**src/rtl/iagc_amp_frame_packer_pkg.sv**
```systemverilog
// iagc_amp_frame_packer_pkg: sync byte, IAGC status codes and frame FSM encoding.
// IAGC_AMP_FRAME_CHECKSUM_EN adds the trailing checksum state.
package iagc_amp_frame_packer_pkg;
    localparam logic [7:0] SYNC_BYTE = 8'hA5;
    localparam logic [3:0] IAGC_ST_IDLE = 4'h0;
    localparam logic [3:0] IAGC_ST_CAL = 4'h1;
    localparam logic [3:0] IAGC_ST_ARMED = 4'h2;
    localparam logic [3:0] IAGC_ST_RUN = 4'h3;
    typedef enum logic [2:0] {
        ST_IDLE,
        ST_SYNC,
        ST_SEQ,
        ST_CH_ID,
        ST_AMP
`ifdef IAGC_AMP_FRAME_CHECKSUM_EN
        , ST_CSUM
`endif
    } frame_state_e;
    function automatic int amp_bytes(input int amp_width);
        return (amp_width + 7) / 8;
    endfunction
endpackage

```
**src/rtl/iagc_amp_frame_packer_if.sv**
```systemverilog
// iagc_amp_frame_packer_if: valid/ready byte stream from the frame packer into the UART.
interface iagc_amp_frame_packer_if;
    logic [7:0] o_byte;
    logic       o_byteValid;
    logic       i_byteReady;
    modport master(output o_byte, output o_byteValid, input i_byteReady);
    modport slave(input o_byte, input o_byteValid, output i_byteReady);
endinterface

```
**src/rtl/iagc_frame_serializer.sv**
```systemverilog
// iagc_frame_serializer: amplitude snapshot buffer and byte-framing TX FSM.
// IAGC_AMP_FRAME_CHECKSUM_EN appends an XOR checksum of seq..last amp byte.
module iagc_frame_serializer
    import iagc_amp_frame_packer_pkg::*;
#(
    parameter int NUM_CHANNELS = 2,
    parameter int AMP_WIDTH = 15
) (
    input  logic                              i_clock,
    input  logic                              i_nReset,
    input  logic                              i_load,
    input  logic [NUM_CHANNELS*AMP_WIDTH-1:0] i_amps,
    output logic                              o_idle,
    iagc_amp_frame_packer_if.master           io_tx
);
    localparam int AB = amp_bytes(AMP_WIDTH);
    localparam int AB8 = AB * 8;
    localparam int CW = NUM_CHANNELS > 1 ? $clog2(NUM_CHANNELS) : 1;
    localparam int BW = AB > 1 ? $clog2(AB) : 1;
`ifdef IAGC_AMP_FRAME_CHECKSUM_EN
    localparam frame_state_e ST_AFTER_AMP = ST_CSUM;
    logic [7:0] r_csum;
`else
    localparam frame_state_e ST_AFTER_AMP = ST_IDLE;
`endif
    frame_state_e r_state, w_next;
    logic [7:0] r_seq, w_byte;
    logic [CW-1:0] r_ch;
    logic [BW-1:0] r_beat;
    logic [NUM_CHANNELS*AMP_WIDTH-1:0] r_buf;
    logic [AB8-1:0] w_amp;
    logic w_hs, w_last_beat, w_last_ch;

    assign w_hs = io_tx.o_byteValid && io_tx.i_byteReady;
    assign w_amp = AB8'(r_buf[r_ch*AMP_WIDTH +: AMP_WIDTH]);
    assign w_last_beat = r_beat == BW'(AB - 1);
    assign w_last_ch = r_ch == CW'(NUM_CHANNELS - 1);
    assign o_idle = r_state == ST_IDLE;
    assign io_tx.o_byteValid = r_state != ST_IDLE;
    assign io_tx.o_byte = w_byte;

    always_comb begin
        w_next = r_state;
        w_byte = 8'h00;
        case (r_state)
            ST_IDLE: w_next = i_load ? ST_SYNC : ST_IDLE;
            ST_SYNC: begin
                w_byte = SYNC_BYTE;
                w_next = w_hs ? ST_SEQ : ST_SYNC;
            end
            ST_SEQ: begin
                w_byte = r_seq;
                w_next = w_hs ? ST_CH_ID : ST_SEQ;
            end
            ST_CH_ID: begin
                w_byte = 8'(r_ch);
                w_next = w_hs ? ST_AMP : ST_CH_ID;
            end
            ST_AMP: begin
                w_byte = w_amp[8*(AB-1-int'(r_beat)) +: 8];
                if (w_hs && w_last_beat) w_next = w_last_ch ? ST_AFTER_AMP : ST_CH_ID;
            end
`ifdef IAGC_AMP_FRAME_CHECKSUM_EN
            ST_CSUM: begin
                w_byte = r_csum;
                w_next = w_hs ? ST_IDLE : ST_CSUM;
            end
`endif
            default: w_next = ST_IDLE;
        endcase
    end

    always_ff @(posedge i_clock or negedge i_nReset) begin
        if (!i_nReset) begin
            r_state <= ST_IDLE;
            r_seq <= '0;
            r_ch <= '0;
            r_beat <= '0;
            r_buf <= '0;
`ifdef IAGC_AMP_FRAME_CHECKSUM_EN
            r_csum <= '0;
`endif
        end else begin
            r_state <= w_next;
            if (o_idle && i_load) begin
                r_buf <= i_amps;
                r_ch <= '0;
                r_beat <= '0;
`ifdef IAGC_AMP_FRAME_CHECKSUM_EN
                r_csum <= '0;
`endif
            end
            if (w_hs) begin
                if (r_state == ST_CH_ID) r_beat <= '0;
                if (r_state == ST_AMP) r_beat <= r_beat + 1'b1;
                if (r_state == ST_AMP && w_last_beat) r_ch <= r_ch + 1'b1;
                if (w_next == ST_IDLE) r_seq <= r_seq + 8'd1;
`ifdef IAGC_AMP_FRAME_CHECKSUM_EN
                if (r_state != ST_SYNC) r_csum <= r_csum ^ w_byte;
`endif
            end
        end
    end
endmodule

```
**src/rtl/iagc_amp_frame_packer.sv**
```systemverilog
// iagc_amp_frame_packer: per-channel peak-to-peak amplitude over a sample window, framed to UART.
// IAGC_AMP_FRAME_CHECKSUM_EN (in iagc_frame_serializer) appends a checksum byte.
module iagc_amp_frame_packer
    import iagc_amp_frame_packer_pkg::*;
#(
    parameter int NUM_CHANNELS = 2,
    parameter int SAMPLE_WIDTH = 14,
    parameter int WINDOW_SAMPLES = 1000,
    parameter int IAGC_STATUS_SIZE = 4,
    parameter logic [IAGC_STATUS_SIZE-1:0] RUN_STATUS = IAGC_STATUS_SIZE'(IAGC_ST_RUN),
    localparam int AMP_WIDTH = SAMPLE_WIDTH + 1
) (
    input  logic                                 i_clock,
    input  logic                                 i_nReset,
    input  logic [IAGC_STATUS_SIZE-1:0]          i_iagcStatus,
    input  logic [NUM_CHANNELS*SAMPLE_WIDTH-1:0] i_samples,
    input  logic                                 i_valid,
    output logic [NUM_CHANNELS*AMP_WIDTH-1:0]    o_amplitudes,
    output logic                                 o_ampValid,
    output logic                                 o_overrun,
    iagc_amp_frame_packer_if.master              io_tx
);
    localparam int CNT_W = $clog2(WINDOW_SAMPLES);
    localparam logic signed [SAMPLE_WIDTH-1:0] S_MIN = {1'b1, {(SAMPLE_WIDTH-1){1'b0}}};
    localparam logic signed [SAMPLE_WIDTH-1:0] S_MAX = {1'b0, {(SAMPLE_WIDTH-1){1'b1}}};
    logic signed [SAMPLE_WIDTH-1:0] r_max [NUM_CHANNELS];
    logic signed [SAMPLE_WIDTH-1:0] r_min [NUM_CHANNELS];
    logic signed [SAMPLE_WIDTH-1:0] w_s [NUM_CHANNELS];
    logic signed [SAMPLE_WIDTH-1:0] w_max [NUM_CHANNELS];
    logic signed [SAMPLE_WIDTH-1:0] w_min [NUM_CHANNELS];
    logic [NUM_CHANNELS*AMP_WIDTH-1:0] w_amps;
    logic [CNT_W-1:0] r_cnt;
    logic w_run, w_end, w_idle;

    assign w_run = i_iagcStatus == RUN_STATUS;
    assign w_end = w_run && i_valid && r_cnt == CNT_W'(WINDOW_SAMPLES - 1);

    // amplitude includes the sample arriving on the window-end cycle
    for (genvar c = 0; c < NUM_CHANNELS; c++) begin : g_ch
        assign w_s[c] = i_samples[c*SAMPLE_WIDTH +: SAMPLE_WIDTH];
        assign w_max[c] = w_s[c] > r_max[c] ? w_s[c] : r_max[c];
        assign w_min[c] = w_s[c] < r_min[c] ? w_s[c] : r_min[c];
        assign w_amps[c*AMP_WIDTH +: AMP_WIDTH] = {w_max[c][SAMPLE_WIDTH-1], w_max[c]} - {w_min[c][SAMPLE_WIDTH-1], w_min[c]};
    end

    always_ff @(posedge i_clock or negedge i_nReset) begin
        if (!i_nReset) begin
            r_cnt <= '0;
            o_amplitudes <= '0;
            o_ampValid <= 1'b0;
            o_overrun <= 1'b0;
            for (int c = 0; c < NUM_CHANNELS; c++) begin
                r_max[c] <= S_MIN;
                r_min[c] <= S_MAX;
            end
        end else begin
            o_ampValid <= w_end;
            if (w_end) o_amplitudes <= w_amps;
            if (!w_run) begin
                r_cnt <= '0;
                o_overrun <= 1'b0;
                for (int c = 0; c < NUM_CHANNELS; c++) begin
                    r_max[c] <= S_MIN;
                    r_min[c] <= S_MAX;
                end
            end else if (i_valid) begin
                r_cnt <= w_end ? '0 : r_cnt + 1'b1;
                for (int c = 0; c < NUM_CHANNELS; c++) begin
                    r_max[c] <= w_end ? S_MIN : w_max[c];
                    r_min[c] <= w_end ? S_MAX : w_min[c];
                end
            end
            if (w_end && !w_idle) o_overrun <= 1'b1;
        end
    end

    iagc_frame_serializer #(
        .NUM_CHANNELS(NUM_CHANNELS),
        .AMP_WIDTH(AMP_WIDTH)
    ) u_ser (
        .i_clock(i_clock),
        .i_nReset(i_nReset),
        .i_load(w_end),
        .i_amps(w_amps),
        .o_idle(w_idle),
        .io_tx(io_tx)
    );
endmodule

```
**src/flat_wrapper.sv**
```systemverilog
// flat-port wrapper written by rule: the top's interface ports become plain ports
module iagc_amp_frame_packer_flat import iagc_amp_frame_packer_pkg::*;
#(
    parameter int NUM_CHANNELS = 2,
    parameter int SAMPLE_WIDTH = 14,
    parameter int WINDOW_SAMPLES = 1000,
    parameter int IAGC_STATUS_SIZE = 4,
    parameter logic [IAGC_STATUS_SIZE-1:0] RUN_STATUS = IAGC_STATUS_SIZE'(IAGC_ST_RUN),
    localparam int AMP_WIDTH = SAMPLE_WIDTH + 1
)
  (i_clock, i_nReset, i_iagcStatus, i_samples, i_valid, o_amplitudes, o_ampValid, o_overrun, io_tx_o_byte, io_tx_o_byteValid, io_tx_i_byteReady);
  iagc_amp_frame_packer_if io_tx_i ();
  input  logic i_clock;
  input  logic i_nReset;
  input  logic [IAGC_STATUS_SIZE-1:0] i_iagcStatus;
  input  logic [NUM_CHANNELS*SAMPLE_WIDTH-1:0] i_samples;
  input  logic i_valid;
  output logic [NUM_CHANNELS*AMP_WIDTH-1:0] o_amplitudes;
  output logic o_ampValid;
  output logic o_overrun;
  output wire logic [$bits(io_tx_i.o_byte)-1:0] io_tx_o_byte;
  output wire logic [$bits(io_tx_i.o_byteValid)-1:0] io_tx_o_byteValid;
  input wire logic [$bits(io_tx_i.i_byteReady)-1:0] io_tx_i_byteReady;
  assign io_tx_o_byte = io_tx_i.o_byte;
  assign io_tx_o_byteValid = io_tx_i.o_byteValid;
  assign io_tx_i.i_byteReady = io_tx_i_byteReady;
  iagc_amp_frame_packer #(.NUM_CHANNELS(NUM_CHANNELS), .SAMPLE_WIDTH(SAMPLE_WIDTH), .WINDOW_SAMPLES(WINDOW_SAMPLES), .IAGC_STATUS_SIZE(IAGC_STATUS_SIZE), .RUN_STATUS(RUN_STATUS)) u_core (.i_clock(i_clock), .i_nReset(i_nReset), .i_iagcStatus(i_iagcStatus), .i_samples(i_samples), .i_valid(i_valid), .o_amplitudes(o_amplitudes), .o_ampValid(o_ampValid), .o_overrun(o_overrun), .io_tx(io_tx_i));
endmodule
```
**config.mk**
```make
export PLATFORM = sky130hd
export DESIGN_NAME = iagc_amp_frame_packer_flat
export DESIGN_NICKNAME = d
export VERILOG_FILES = /design/src/rtl/iagc_amp_frame_packer_pkg.sv /design/src/rtl/iagc_amp_frame_packer_if.sv /design/src/rtl/iagc_frame_serializer.sv /design/src/rtl/iagc_amp_frame_packer.sv /design/src/flat_wrapper.sv
export SDC_FILE = /design/constraint.sdc
export NUM_CORES = 1
export LEC_CHECK = 0
export CAP_MARGIN = 20
export CORE_ASPECT_RATIO = 2
export CORE_MARGIN = 3
export CORE_UTILIZATION = 61
export CTS_BUF_LIST = sky130_fd_sc_hd__clkbuf_4
export CTS_CLUSTER_SIZE = 30
export DETAILED_ROUTE_END_ITERATION = 12
export HOLD_SLACK_MARGIN = 0.05
export PLACE_DENSITY = 0.83
export SLEW_MARGIN = 25
export SYNTH_ARGS = -nofsm -noshare
export SYNTH_HDL_FRONTEND = slang
export SYNTH_HIERARCHICAL = 1
export SYNTH_SLANG_ARGS = --single-unit
export TNS_END_PERCENT = 20
```
**constraint.sdc**
```tcl
create_clock -name i_clock -period 6 [get_ports i_clock]
set_clock_uncertainty 0.2 [all_clocks]
set_input_delay 1.5 -clock i_clock [delete_from_list [all_inputs] [get_ports i_clock]]
set_output_delay 1.5 -clock i_clock [all_outputs]
set_load 0.03 [all_outputs]
```
==> reports/metrics.yaml <==
numCtsBuffers: 17
yosysTopAreaCell: "dfrtp_1"
worst_slew_pin_slew_ns: 0.889
worstSetupPathType: "in -> reg"
grt_usage: 0.310
rr_startpoint: "u_core/r_max[13]$_DFFE_PN1P_"
r2r_cells: 19
dp_slack_ns: -0.314
synth.avg_cell_area_um2: 9.96
path_cells: "clkdlybuf4s50_1, buf_4, ha_1, a21oi_1, nor2b_1, o311a_1, a2111oi_0, a211o_1, buf_12, mux2_2, ha_1, a21o_1, a21oi_1, o21ai_0, nor3_1, buf_4, o31ai_2, a21oi_1, or2_2, mux2_1"
clk_pin_slew_ns: 0.11
crit_buf_inv: 4
grt_overflow_total: 0
path_delay_family: "compound AO/OA/AOI/OAI gates"
cts_setup_buffers: 0
tritoncts: "built"
fin_tns_setup_ns: 0
ff_latch_area_mm2: 0.00356
slew_headroom: 0.407
ctsHoldBuffers: 0
synth.distinct_cells: 71
setup_violations: 0
grt_setup_unrepaired: "no"
synth_top_cells_by_area: "dfrtp_1 (31%), ha_1 (11%), dfstp_2 (8.0%)"
drt_wl_total_mm: 25.0
first_pass_iters: 8
grt_pass1_vias: 8250
max_freq_mhz: 176
num_vias: 7861
p_leak_nw: 5.44
start_util: 0.630
insertion_delay_ns: 0.56
die-area_mm2: 0.0166
vias_per_cell: 6.14
gp_congestion: 0.899
hold_viol: 0
status: "completed"
crit_slowest_cell: "clkdlybuf4s50_1"
synth_warnings: 6
dp_hpwl_mm: 19.3
rows: 62
netlist_area_mm2: 0.00914
endpoint_kind: "register"
final_common_cell: "nand2_1"
synth_top_area_frac: 0.309
crit_fanout: 12
placed_cells: 1248
fin_ws_ns: 0.312
startpoint_type: "primary input"
synth-async-reset-ratio: 1.00
drive_above_1_share: 0.188
reg2reg_to: "u_core/u_ser/r_buf[29]$_DFFE_PN0P_"
fin_nets: 1197
rrSetupSlack_ns: 1.26
port_buffers: 76
areaGrowthSynthToFinish_pct: 20.2
post_drt_wl_per_cell_um: 19.5
ys.flop_type: "dfrtp_1"
final_cell_mix: "nand2_1 (116), dfrtp_1 (113), buf_4 (98)"
required_ns: 6.23
chipWidth_um: 92.6
cts_sinks: 141
htree_levels: 4
clockRootBuffer: "clkbuf_4"
critPathArrivalTime_ns: 5.92
stdcell_count: 1281
fin_crit_sh: 0.948
die_h_um: 179
drv_slew: 0
vdd_ir_drop_max_mv: 0.136
drtIter0Drc: 748
p_per_area_mw_per_mm2: 233
cp-startpoint: "i_samples[16]"
antenna_found_initial: 1
core_mm2: 0.0145
ys_seq_area_frac: 0.390
multi_input_comb_area_mm2: 0.00507
synth_fp_nets: 1040
drv_cap: 0
hold_class: "reg -> reg"
crit_top_cell: "a21oi_1"
pin_count: 77
synth_edf_count: 0
layout_min_cycle_time_ns: 5.69
cpPeakStageDelay_ns: 0.42
endpoint: "u_core/u_ser/r_buf[29]$_DFFE_PN0P_"
synth_seq_cells: 141
netlist_instances: 918
cts_max_path_buffers: 2
num-fill-cells: 981
detail-route-antenna-nets: 0
crit_cells: 20
grt_pass1_wl_mm: 39.5
drcViolationCount: 0
grt_max_degree: 112
## layout make-up
| cell class | instances | share of cell area |
|---|---|---|
| inverters | 72 | 0.0246 |
| diodes | 1 | 0.000228 |
| multi-input cells | 668 | 0.462 |
| clock inverters | 15 | 0.0176 |
| well taps | 192 | 0.0219 |
| flip-flops and latches | 141 | 0.324 |
| clock buffers | 17 | 0.0116 |
| repair buffers | 175 | 0.138 |
## timing repair
action | CTS | global route
endpoints found under the setup margin | 0 | 1
endpoints found under the hold margin | 0 | 0
resized for setup | 0 | 1
## metrics by stage
step	total power, mW	instance area (um^2)	hold slack, ns	utilization
final	2.56	11000	0.285	0.758
after detailed placement	1.87	10700	0.264	0.735
after floorplan	1.55	9140	0.243	-
after CTS	2.56	11000	0.290	0.757
after global routing	2.68	11000	0.307	0.758
after global placement	1.85	10700	0.261	0.735
## power breakdown
part           internal [mW]  total, mW  leakage, nW  switching (mW)
Combinational          0.357      0.797         3.41           0.440
Clock                  0.330      0.688        0.171           0.359
Sequential             0.985       1.08         1.86          0.0926
## worst reg2reg max path: stages (launching register included)
cell and delay, ns:
dfstp_2 0.55, inv_1 0.05, ha_1 0.30, nand4_1 0.19, nor2_1 0.10, o311a_1 0.12
a2111oi_0 0.39, a211o_1 0.23, buf_12 0.14, mux2_2 0.33, ha_1 0.31, a21o_1 0.14
a21oi_1 0.09, o21ai_0 0.22, nor3_1 0.09, buf_4 0.15, o31ai_2 0.26, a21oi_1 0.13
or2_2 0.31, mux2_1 0.31
## per-layer routing
layer	vias up	track usage	wire length, um
met4	0	0.233	2070
met1	3813	0.279	8190
met2	287	0.601	13800
met5	-	0	0
met3	126	0.0462	933
li1	3635	-	-
## worst min-delay path by stage
stage	from	endpoint	slack, ns	cells past startpoint
6_report	u_core/o_amplitudes[1]$_DFFE_PN0P_	u_core/o_amplitudes[1]$_DFFE_PN0P_	0.28	2
5_1_grt	u_core/o_amplitudes[1]$_DFFE_PN0P_	u_core/o_amplitudes[1]$_DFFE_PN0P_	0.31	2
4_1_cts	u_core/o_amplitudes[1]$_DFFE_PN0P_	u_core/o_amplitudes[1]$_DFFE_PN0P_	0.29	2
3_5_place_dp	u_core/o_amplitudes[1]$_DFFE_PN0P_	u_core/o_amplitudes[1]$_DFFE_PN0P_	0.26	2
3_3_place_gp	u_core/o_amplitudes[18]$_DFFE_PN0P_	u_core/o_amplitudes[18]$_DFFE_PN0P_	0.26	2
2_1_floorplan	u_core/r_cnt[9]$_DFFE_PN0P_	u_core/r_cnt[9]$_DFFE_PN0P_	0.24	1
## logic make-up after synthesis
kind of cell	synth area share
AOI/OAI and AO/OA	0.171
xor gates and xnor gates	0.0297
adders and majority gates	0.119
buffers and inverters	0.0561
DFF	0.390
muxes	0.112
and+or+nand+nor	0.122
## cell usage after synthesis (6+ instances only)
master,n
buf_6,10
o21ai_0,41
a21o_1,17
nand2_1,116
xnor2_1,21
dfstp_2,28
o32a_1,14
ha_1,84
a21oi_1,40
nand4_1,11
nor2_1,35
inv_1,72
buf_2,11
clkbuf_1,12
nand3_1,23
o21ai_1,13
a22o_1,27
a31oi_1,10
xor2_1,10
mux2i_1,29
dfrtp_1,113
a22oi_1,6
mux4_2,6
mux2_2,22
mux2_1,30
nor2b_1,13
o22a_1,13
nand2b_1,11
## state kept, by name, indices dropped and copies added (netlist names)
| name | flops |
|---|---|
| u_core/u_ser/r_seq | 8 |
| u_core/o_amplitudes | 30 |
| u_core/o_overrun | 1 |
| u_core/r_max | 28 |
| u_core/o_ampValid | 1 |
| u_core/u_ser/r_buf | 30 |
| u_core/u_ser/r_beat | 1 |
| u_core/r_cnt | 10 |
| u_core/u_ser/r_ch | 1 |
| u_core/u_ser/r_state | 3 |
| u_core/r_min | 28 |
(Power assumes the default switching activity.)
